**config.mk**
```make
export PLATFORM = sky130hd
export DESIGN_NAME = spi_master
export DESIGN_NICKNAME = d
export VERILOG_FILES = /design/src/rtl/spi_pkg.sv /design/src/rtl/spi_clk_en.sv /design/src/rtl/spi_master.sv
export SDC_FILE = /design/constraint.sdc
export NUM_CORES = 1
export LEC_CHECK = 0
export CAP_MARGIN = 10
export CORE_MARGIN = 2
export CORE_UTILIZATION = 48
export DETAILED_ROUTE_END_ITERATION = 6
export PLACE_DENSITY_LB_ADDON = 0.15
export REMOVE_ABC_BUFFERS = 1
export SLEW_MARGIN = 25
export SYNTH_ARGS = -nofsm -noshare
export SYNTH_HDL_FRONTEND = slang
export SYNTH_HIERARCHICAL = 1
export SYNTH_SLANG_ARGS = --single-unit
```
**constraint.sdc**
```tcl
create_clock -name clk -period 3.8 [get_ports clk]
set_input_delay 0.57 -clock clk [delete_from_list [all_inputs] [get_ports clk]]
set_output_delay 0.57 -clock clk [all_outputs]
set_load 0.02 [all_outputs]
```
**src/rtl/spi_pkg.sv**
```systemverilog
// rtl/spi_pkg.sv - shared types and helpers for the mode-0 SPI master
package spi_pkg;

    localparam int SPI_WIDTH = 8;

    typedef enum logic [2:0] {
        IDLE  = 3'd0,
        LEAD  = 3'd1,
        HIGH  = 3'd2,
        LOW   = 3'd3,
        TRAIL = 3'd4,
        GAP   = 3'd5
    } spi_state_t;

    // Bits needed to count 0..n-1; never narrower than one bit.
    function automatic int div_cnt_width(input int n);
        return (n <= 2) ? 1 : $clog2(n);
    endfunction

endpackage

```
**src/rtl/spi_clk_en.sv**
```systemverilog
// rtl/spi_clk_en.sv - phase divider producing a one-cycle tick every DIV clocks
module spi_clk_en
    import spi_pkg::*;
#(
    parameter int DIV = 500,
    parameter int CW  = div_cnt_width(DIV)
) (
    input  logic          clk,
    input  logic          rst,
    input  logic          clear,
    output logic [CW-1:0] count,
    output logic          tick
);

    assign tick = (count == CW'(DIV - 1));

    // Free-running 0..DIV-1 counter; clear pins it at zero while the master idles.
    always_ff @(posedge clk or posedge rst) begin
        if (rst) begin
            count <= '0;
        end else if (clear || tick) begin
            count <= '0;
        end else begin
            count <= count + CW'(1);
        end
    end

endmodule

```
**src/rtl/spi_master.sv**
```systemverilog
// rtl/spi_master.sv - mode-0 SPI master, one full-duplex frame per start pulse
module spi_master
    import spi_pkg::*;
#(
    parameter int CLK_DIV = 500,
    parameter int WIDTH   = SPI_WIDTH
) (
    input  logic             clk,
    input  logic             rst,
    input  logic             start,
    input  logic [WIDTH-1:0] din,
    output logic [WIDTH-1:0] dout,
    output logic             busy,
    output logic             done,
    output logic             sck,
    output logic             ss,
    output logic             mosi,
    input  logic             miso
);

    localparam int CW = div_cnt_width(CLK_DIV);
    localparam int BW = div_cnt_width(WIDTH);

    spi_state_t       state;
    logic [WIDTH-1:0] tx_shift;
    logic [WIDTH-1:0] rx_shift;
    logic [BW-1:0]    bit_cnt;
    logic             miso_s1;
    logic             miso_s2;
    logic [CW-1:0]    div_count;
    logic             tick;
    logic             frame_active;
    logic             gap_entry;

    spi_clk_en #(
        .DIV (CLK_DIV),
        .CW  (CW)
    ) u_clk_en (
        .clk   (clk),
        .rst   (rst),
        .clear (state == IDLE),
        .count (div_count),
        .tick  (tick)
    );

    assign frame_active = (state == LEAD) || (state == HIGH) ||
                          (state == LOW)  || (state == TRAIL);
    // First cycle of GAP: the frame has just closed.
    assign gap_entry    = (state == GAP) && (div_count == '0);

    // Two-flop synchronizer; its latency is why a phase must be at least 4 clocks.
    always_ff @(posedge clk or posedge rst) begin
        if (rst) begin
            miso_s1 <= 1'b0;
            miso_s2 <= 1'b0;
        end else begin
            miso_s1 <= miso;
            miso_s2 <= miso_s1;
        end
    end

    // Phase sequencer; shifts happen on the edge that enters HIGH (sample) or LOW (advance).
    always_ff @(posedge clk or posedge rst) begin
        if (rst) begin
            state    <= IDLE;
            tx_shift <= '0;
            rx_shift <= '0;
            bit_cnt  <= '0;
        end else begin
            case (state)
                IDLE: begin
                    // busy still covers the first IDLE cycle, so a start there is dropped too
                    if (start && !busy) begin
                        tx_shift <= din;
                        bit_cnt  <= '0;
                        state    <= LEAD;
                    end
                end
                LEAD: begin
                    if (tick) begin
                        rx_shift <= {rx_shift[WIDTH-2:0], miso_s2};
                        state    <= HIGH;
                    end
                end
                HIGH: begin
                    if (tick) begin
                        if (bit_cnt == BW'(WIDTH - 1)) begin
                            state <= TRAIL;
                        end else begin
                            tx_shift <= tx_shift << 1;
                            bit_cnt  <= bit_cnt + BW'(1);
                            state    <= LOW;
                        end
                    end
                end
                LOW: begin
                    if (tick) begin
                        rx_shift <= {rx_shift[WIDTH-2:0], miso_s2};
                        state    <= HIGH;
                    end
                end
                TRAIL: begin
                    if (tick) begin
                        state <= GAP;
                    end
                end
                GAP: begin
                    if (tick) begin
                        state <= IDLE;
                    end
                end
                default: begin
                    state <= IDLE;
                end
            endcase
        end
    end

    // Pin and status registers trail the phase state by one clock so every output is flop-driven.
    always_ff @(posedge clk or posedge rst) begin
        if (rst) begin
            sck  <= 1'b0;
            ss   <= 1'b1;
            mosi <= 1'b0;
            busy <= 1'b0;
            done <= 1'b0;
            dout <= '0;
        end else begin
            sck  <= (state == HIGH);
            ss   <= !frame_active;
            // tx_shift only moves at start and on LOW entry, so mosi only moves in LEAD or on sck fall
            mosi <= tx_shift[WIDTH-1];
            busy <= (state != IDLE);
            done <= gap_entry;
            if (gap_entry) begin
                dout <= rx_shift;
            end
        end
    end

endmodule

```
Yosys cells after proc, flatten, opt, wreduce, memory -nomap -nowiden
Index checks and enable logic that the tools add are counted.
{"block": "totals", "elab_cells": 60, "ff_bits": 46}
{"block": "op_classes", "mux": 16, "n_reduce_logical": 16, "n_eq_ne": 13, "add_sub_neg": 2}
{"op": "two-way mux 3 bit", "count": 9}
{"op": "two-way mux 8 bit", "count": 3}
{"op": "case mux 8 bit (2 select lines)", "count": 1}
{"op": "case mux 3 bit (5 select lines)", "count": 1}
{"op": "adder 9 x 1 -> 9 bit (second input constant)", "count": 1}
{"op": "equality test 3 bit (second input constant)", "count": 3}
{"op": "equality test 9 bit (second input constant)", "count": 1}
{"op": "zero test 9 bit", "count": 1}
{"op": "two-way mux 9 bit", "count": 1}
{"op": "inequality test 2 x 1 -> 1 bit (second input constant)", "count": 4}
{"op": "equality test 3 x 2 -> 1 bit (second input constant)", "count": 2}
{"op": "case mux 3 bit (2 select lines)", "count": 1}
{"op": "AND reduction 5 bit", "count": 1}
{"op": "logical OR 1 bit", "count": 4}
{"op": "inequality test 2 bit (second input constant)", "count": 2}
{"op": "AND reduction 4 bit", "count": 1}
{"op": "adder 3 x 1 -> 3 bit (second input constant)", "count": 1}
{"op": "equality test 3 x 1 -> 1 bit (second input constant)", "count": 1}
{"op": "zero test 3 bit", "count": 1}
{"op": "nonzero test 3 bit", "count": 1}
{"op": "logical AND 1 bit", "count": 2}
{"op": "zero test 1 bit", "count": 2}
{"op": "AND reduction 2 bit", "count": 1}
{"op": "nonzero test 2 bit", "count": 1}
{"op": "OR reduction 2 bit", "count": 1}

Depth between registers and ports, before layout
Gate-level depths: netlist (run 1).
{"block": "depth", "ltp_word": 5, "ltp_mapped": 7, "depth_no_buf": 6}

Hierarchy
Netlist (run 1), hierarchy kept.
{"mod": "spi_master", "n_inst": 1, "seq_area_each_um2": 927.1, "area_each_um2": 1629.1, "cells_each": 114}
{"mod": "spi_clk_en", "n_inst": 1, "seq_area_each_um2": 225.2, "area_each_um2": 457.9, "cells_each": 45}

Least setup slack after synthesis (run 1)
Ideal clock, no wire load.
{"block": "synth_timing", "kind": "register to register", "from": "register u_clk_en.count[0]", "to": "register rx_shift[0]", "required_ps": 3675, "setup_time_ps": 125, "path_stages_with_launch": 8, "path_slack_ps": 1866, "n_path_buf": 1, "arrival_ps": 1810, "path_cell_list": "dfrtp_1 > ha_1 > nand4bb_2 > nor2_1 > nand2_1 > or2_2 > buf_2 > mux2_2"}
{"block": "synth_between", "elab_chain_len": 2}
{"item": "start: declaration", "line_no": "spi_clk_en.sv:11", "rtl": "output logic [CW-1:0] count,"}
{"item": "start signal: assignment", "line_no": "spi_clk_en.sv:24", "rtl": "count <= count + CW'(1);"}
{"item": "equality test 9 bit", "line_no": "spi_clk_en.sv:15", "rtl": "assign tick = (count == CW'(DIV - 1));"}
{"item": "via tick", "line_no": "spi_master.sv:31", "rtl": "logic tick;"}
{"item": "AND reduction 2 bit (no line)"}
{"item": "end signal: assignment", "line_no": "spi_master.sv:81", "rtl": "rx_shift <= {rx_shift[WIDTH-2:0], miso_s2};"}
{"item": "end signal: assignment", "line_no": "spi_master.sv:98", "rtl": "rx_shift <= {rx_shift[WIDTH-2:0], miso_s2};"}
{"item": "end: declaration", "line_no": "spi_master.sv:26", "rtl": "logic [WIDTH-1:0] rx_shift;"}
The timed path passes the listed nets, and every way through them passes these cells.
A chain may end at the register's enable or synchronous reset.

Final worst setup path (run 1)
{"block": "layout_timing", "from": "register u_clk_en.count[0]", "to": "register tx_shift[0]"}
{"block": "layout_between", "elab_chain_len": 3}
{"item": "equality test 9 bit", "line_no": "spi_clk_en.sv:15"}
{"item": "via tick", "line_no": "spi_master.sv:31"}
{"item": "inequality test 2 x 1 -> 1 bit (no line)"}
{"item": "AND reduction 4 bit (no line)"}
{"item": "end signal: assignment", "line_no": "spi_master.sv:74", "rtl": "tx_shift <= din;"}
{"item": "end signal: assignment", "line_no": "spi_master.sv:90", "rtl": "tx_shift <= tx_shift << 1;"}
{"item": "end: declaration", "line_no": "spi_master.sv:25", "rtl": "logic [WIDTH-1:0] tx_shift;"}
The timed path passes the listed nets, and every way through them passes these cells.

==> flow_summary_export.csv, run 1 <==
group,metric,value,unit
status,status,"finished, final reports clean",
global_route,grt_use_total,0.166,
sta,fin_setup_tns,0,ns
cells_and_area,fin_util,0.603,
job,max-cap-violations,0,
worst_hold_path,hold_class,"flip-flop to flip-flop",
setup_path,cp_data_required_time,3.99,ns
synth,yosysWarnings,6,
clocking,ctsResizeCount,0,
die,die_w,69.9,µm
clocking,numCtsBuffers,5,
clocking,cts_setup_buffers,0,
clocking,cts.htree.levels,2,
placement,dp_hpwl,2530,µm
route,dr.pass1.iters,4,
synth,synth_seq_cells,46,
route,drc,0,
synth,synth_area,2090,µm²
clocking,cts_sinks,46,
global_route,antenna_found_initial,0,
die,core_area,4090,µm²
setup_path,critPathKind,"flip-flop to flip-flop",
worst_hold_path,worst_hold_path.endpoint,"miso_s2",
route,vias,1317,
setup_path,arrival,2.47,ns
cells_and_area,layout.cells.non_filler,237,
clocking,tritoncts,"yes",
synth,ys_types,41,
setup_path,reg2reg_depth,6,
placement,placed_cells,229,
placement,gp_congestion,0.699,
route,initialDrtViolationCount,69,
worst_hold_path,min_from,"miso_s1",
sta,rsz0062_at_grt,"no",
route,wl_per_cell,15.1,µm
die,die-area,4890,µm²
synth,synth-main-ff-cell,"dfrtp_1",
setup_path,r2r-end,"tx_shift[0]",
synth,async_flop_share,1.00,
clocking,path_clk_slew,0.09,ns
sta,final_max_slew_viol_count,0,
global_route,grt_max_degree,32,
synth,synthAdderAreaFrac,0.0180,
clocking,postCtsHoldBufs,0,
cells_and_area,nets,201,
sta,clock.fmax,437,MHz
synth,synth.avg_cell_area,13.1,µm²
setup_path,reg2reg_slack,1.51,ns
cells_and_area,drive_gt1_frac,0.294,
synth,synth_top_family_by_area,"multiplexers",
synth,synthXorXnorAreaFrac,0.0126,
placement,io_buffers,24,
sta,skew,0.0121,ns
power,peakVddDrop,0.226,mV
clocking,cts_max_path_buffers,2,
sta,hold_violations,0,
setup_path,reg2reg_from,"u_clk_en/count[0]",
setup_path,endpoint_kind,"flip-flop",
synth,synthSimpleGateAreaFrac,0.116,
global_route,grt_pass1_wl,6410,µm
clocking,cts-root-buf,"clkbuf_8",
synth,yosysTopAreaCell,"dfrtp_1",
route,drt_wl_total,3580,µm
power,pwr_density_cell,441,nW/µm²
die,ios,25,
setup_path,cp-start-kind,"flip-flop",
setup_path,path_max_fanout,11,
power,leakage,1.11,nW
synth,ys_seq_area_frac,0.552,
die,rows,23,
sta,finalCritPeriodShare,0.602,
synth,synth_top_cell_area_share,0.540,
sta,slew_headroom,0.465,
sta,min_period,2.29,ns
sta,tightest_slew,0.798,ns
global_route,overflow,0,
worst_hold_path,min_path_cells,0,
cells_and_area,synthToLayoutAreaGrowth,18.0,%
synth,synth_compound_area_frac,0.0641,
sta,holdWs,0.360,ns
route,ant_nets,0,
sta,final-setup-viol-count,0,
synth,synth_mux_area_frac,0.197,
cells_and_area,diodes,0,
synth,synth_top_cells_by_area,"dfrtp_1 54%, mux2_2 13%, mux2_4 5.8%, ha_1 1.8%, inv_1 1.6%",
synth,synth_edf_count,0,
die,start_util,0.511,
route,routed_via_density,5.56,
die,die_h,69.9,µm
clocking,clock_latency,0.30,ns
global_route,grt_pass1_vias,1377,
synth,synthCells,159,
[per-layer routing]
metal	up-vias	wire length (µm)	global-route usage
met3	6	182	0.0505
li1	611	-	-
met4	0	53	0.0556
met5	-	0	0
met1	662	1580	0.206
met2	38	1760	0.275
[Yosys cell counts (2+ instances only)]
master / count
nand4_1: 2
o21ai_0: 5
mux2i_1: 2
dfrtp_1: 45
nand3_2: 2
mux2_4: 8
buf_2: 4
nand3_1: 2
inv_1: 9
nor2_1: 8
ha_1: 3
nor4_1: 2
a21oi_1: 5
nor2b_1: 2
xnor2_1: 2
or3_1: 2
nand2_1: 9
mux2_2: 24
[power breakdown]
group	total (W)	internal (W)	switching [W]
Clock	0.000358	0.000194	0.000165
Combinational	0.000141	0.0000807	0.0000602
Sequential	0.000588	0.000538	0.0000495
Total	0.00109	0.000812	0.000274
[worst max-delay path: stages (launching register included)]
cell	delay, ns
dfrtp_1	0.42
ha_1	0.27
nand4bb_2	0.20
nor2_1	0.28
nand2_1	0.17
a21oi_4	0.46
mux2_2	0.39
[final cells by class]
| cell class | count | area [µm²] |
|---|---|---|
| fill | 319 | 1620 |
| sequential | 46 | 1150 |
| multi-input combinational | 98 | 850 |
| timing repair buffer | 26 | 255 |
| clock buffer | 5 | 68.8 |
| tap | 50 | 62.6 |
| clock inverter | 3 | 40.0 |
| inverter | 9 | 33.8 |
[kinds of logic after synthesis]
family                     Yosys count
adders and majority gates            3
AOI/OAI and AO/OA                   19
DFF                                 46
muxes                               34
xor gates and xnor gates             3
and+or+nand+nor                     39
buffers and inverters               15
[sequential cells by signal, indices dropped and copies added, names as in the netlist]
signal and flops:
miso_s1 1, dout 8, done 1, busy 1, tx_shift 8, miso_s2 1
u_clk_en/count 9, rx_shift 8, state 3, sck 1, ss 1, mosi 1
bit_cnt 3
[how the worst max path moves through the flow]
stage                           start           to  cells past startpoint
detailed placement              start  tx_shift[0]                      4
global placement                start  tx_shift[0]                      4
global route        u_clk_en/count[0]  tx_shift[0]                      6
CTS                 u_clk_en/count[0]  tx_shift[0]                      6
floorplan           u_clk_en/count[0]  tx_shift[0]                      6
finish              u_clk_en/count[0]  tx_shift[0]                      6
[cells in the final DEF, fill, tap and decap left out, types with 2 or more instances in the layout]
| cell type | netlist | routed |
|---|---|---|
| buf_4 | 0 | 2 |
| or3_1 | 2 | 2 |
| dfrtp_1 | 45 | 45 |
| nor2_1 | 8 | 8 |
| nor4_1 | 2 | 2 |
| clkdlybuf4s50_1 | 0 | 24 |
| xnor2_1 | 2 | 2 |
| nand3_2 | 2 | 2 |
| nand3_1 | 2 | 2 |
| mux2_2 | 24 | 24 |
| mux2i_1 | 2 | 2 |
| nand2_1 | 9 | 9 |
| mux2_4 | 8 | 8 |
| a21oi_1 | 5 | 5 |
| clkbuf_8 | 0 | 5 |
| nand4_1 | 2 | 2 |
| nor2b_1 | 2 | 2 |
| clkinv_2 | 0 | 2 |
| o21ai_0 | 5 | 5 |
| ha_1 | 3 | 3 |
| inv_1 | 9 | 8 |
[through the flow]
stage               total power [W]  worst slack (ns)  area [µm²]
global route                0.00115              1.33        2460
global placement           0.000725              1.41        2350
finish                      0.00109              1.51        2460
detailed placement         0.000737              1.41        2350
CTS                         0.00110              1.50        2460
floorplan                  0.000686              1.77        2040
No activity file was read; power rests on OpenSTA's default activity.
==> inputs of run 2 (changes only) <==
- clock period: 3.8 -> 1.95 ns (I/O delays scaled with it)
==> run 2 against run 1 <==
Compared with the run above:
- global-route usage down 1.4 points
- flip-flop and latch count unchanged
- power is 90% higher
- critical endpoint unchanged
- register-to-register slack worse by 1.4 ns
- cell count rose by 5.5%
- critical path type unchanged
- clock skew down 0.0053 ns
- routed wire length fell by 4.9%
==> flow_summary_export.csv, run 2 (synthesis gave the netlist of run 1 again) <==
group,metric,value,unit
status,status,"finished, final reports clean",
setup_path,r2r-end,"tx_shift[0]",
power,peakVddDrop,0.448,mV
die,start_util,0.511,
route,routed_via_density,5.14,
sta,final_max_slew_viol_count,0,
clocking,cts.htree.levels,2,
clocking,tritoncts,"yes",
setup_path,cp_common_cell,"ha_1",
sta,min_period,1.86,ns
cells_and_area,final_common_cell,"dfrtp_1",
sta,hold_violations,0,
setup_path,endpoint_kind,"flip-flop",
route,initialDrtViolationCount,47,
sta,clock.fmax,539,MHz
die,die_w,69.9,µm
clocking,path_clk_slew,0.08,ns
sta,fin_setup_tns,0,ns
placement,gp_congestion,0.708,
setup_path,critPathMaxStageDelay,0.39,ns
die,die_h,69.9,µm
power,pwr-share-seq,0.533,
sta,tightest_slew,0.408,ns
setup_path,crit_path_top_delay_cell,"dfrtp_1",
setup_path,reg2reg_depth,6,
setup_path,arrival,2.04,ns
global_route,grt_use_total,0.152,
route,wl_per_cell,13.6,µm
sta,skew,0.00679,ns
die,ios,25,
cells_and_area,final_cell_mix,"45 x dfrtp_1, 24 x mux2_2, 24 x clkdlybuf4s50_1",
sta,slew_headroom,0.725,
clocking,cts-root-buf,"clkbuf_8",
setup_path,reg2reg_from,"bit_cnt[0]",
global_route,grt_max_degree,24,
cells_and_area,diodes,0,
placement,dp_hpwl,2500,µm
setup_path,cp-start-kind,"flip-flop",
global_route,grt_pass1_vias,1290,
setup_path,cp_data_required_time,2.13,ns
clocking,clock_latency,0.29,ns
route,dr.pass1.iters,4,
cells_and_area,largest_reg_flops,9,
setup_path,reg2reg_slack,0.09,ns
die,rows,23,
cells_and_area,drive_gt1_frac,0.335,
route,drt_wl_total,3400,µm
worst_hold_path,hold_class,"primary input to async pin",
power,p_sw_frac,0.249,
cells_and_area,synthToLayoutAreaGrowth,22.8,%
power,p_int,0.00155,W
setup_path,cp_top_family,"compound AO/OA/AOI/OAI gates",
clocking,cts_max_path_buffers,2,
setup_path,path_max_fanout,10,
setup_path,crit_chain,"ha_1 -> ha_1 -> a211o_1 -> a21oi_4 -> buf_12 -> mux2_2",
setup_path,critPathKind,"flip-flop to flip-flop",
sta,finalCritPeriodShare,0.952,
power,fin_total_pwr,0.00206,W
setup_path,cp_num_buf_inv,1,
route,ant_nets,0,
sta,final-setup-viol-count,0,
global_route,grt_pass1_wl,5880,µm
power,p_clk_frac,0.281,
power,pwr_density_cell,805,nW/µm²
job,max-cap-violations,0,
global_route,antenna_found_initial,0,
route,drc,0,
die,die-area,4890,µm²
clocking,numCtsBuffers,5,
route,vias,1286,
cells_and_area,nets,214,
power,leakage,1.18,nW
cells_and_area,largest-register,"u_clk_en/count",
sta,rsz0062_at_grt,"no",
clocking,cts_sinks,46,
die,core_area,4090,µm²
power,power.switching,0.000514,W
power,comb_power_share,0.185,
global_route,overflow,0,
placement,io_buffers,24,
[run 2: cell count changes in the layout (fill, tap and decap cells not counted), sizes merged]
| cell | previous run | this run |
|---|---|---|
| buf | 2 | 15 |
| clkbuf | 5 | 7 |
| bufinv | 1 | 0 |
| clkinv | 2 | 1 |
[run 2: power by group through the flow]
stage | logic [W] | registers, W | clock network [W]
after floorplan | 0.000193 | 0.00114 | 0
after global placement | 0.000352 | 0.00112 | 0
after detailed placement | 0.000368 | 0.00112 | 0
after CTS | 0.000369 | 0.00110 | 0.000607
after global routing | 0.000419 | 0.00112 | 0.000653
final | 0.000382 | 0.00110 | 0.000580
[run 2: layout make-up]
cell class,instances,area (µm²)
Timing Repair Buffer,39,365
Clock inverter,1,5.00
Clock buffer,7,86.3
Tap cell,50,62.6
Multi-Input combinational cell,98,857
Fill cell,317,1520
Sequential cell,46,1150
Inverter,9,33.8
[run 2: worst max path at each step]
stage | from | end | slack [ns] | depth (start not counted)
2_1_floorplan | u_clk_en/count[0] | tx_shift[0] | -0.08 | 6
3_5_place_dp | start | tx_shift[0] | 0.009 | 5
4_1_cts | bit_cnt[0] | tx_shift[0] | 0.05 | 6
6_report | bit_cnt[0] | tx_shift[0] | 0.09 | 6
5_1_grt | u_clk_en/count[1] | tx_shift[0] | 0.004 | 7
3_3_place_gp | start | tx_shift[0] | 0.002 | 5
[run 2: per-layer routing]
layer	up-vias	global-route usage	share of wire
li1	635	-	-
met1	622	0.195	0.46
met2	24	0.246	0.49
met3	5	0.0317	0.033
met4	0	0.0705	0.014
met5	-	0	0
[run 2: repair_timing]
item,4_1_cts,5_1_grt
setup buffers,0,3
setup endpoints to repair,1,17
gates resized for setup,1,1
hold buffers,0,0
[run 2: through the flow]
stage          std cells  cell area [µm²]  utilization  worst slack, ns  hold WS [ns]
6_report             250             2560        0.627           0.0936         0.309
5_1_grt              250             2560        0.627          0.00442         0.347
4_1_cts              247             2530        0.620           0.0508         0.325
3_5_place_dp         239             2440        0.597          0.00945         0.340
3_3_place_gp         239             2440        0.597          0.00169         0.333
2_1_floorplan        153             2040            -          -0.0800         0.120
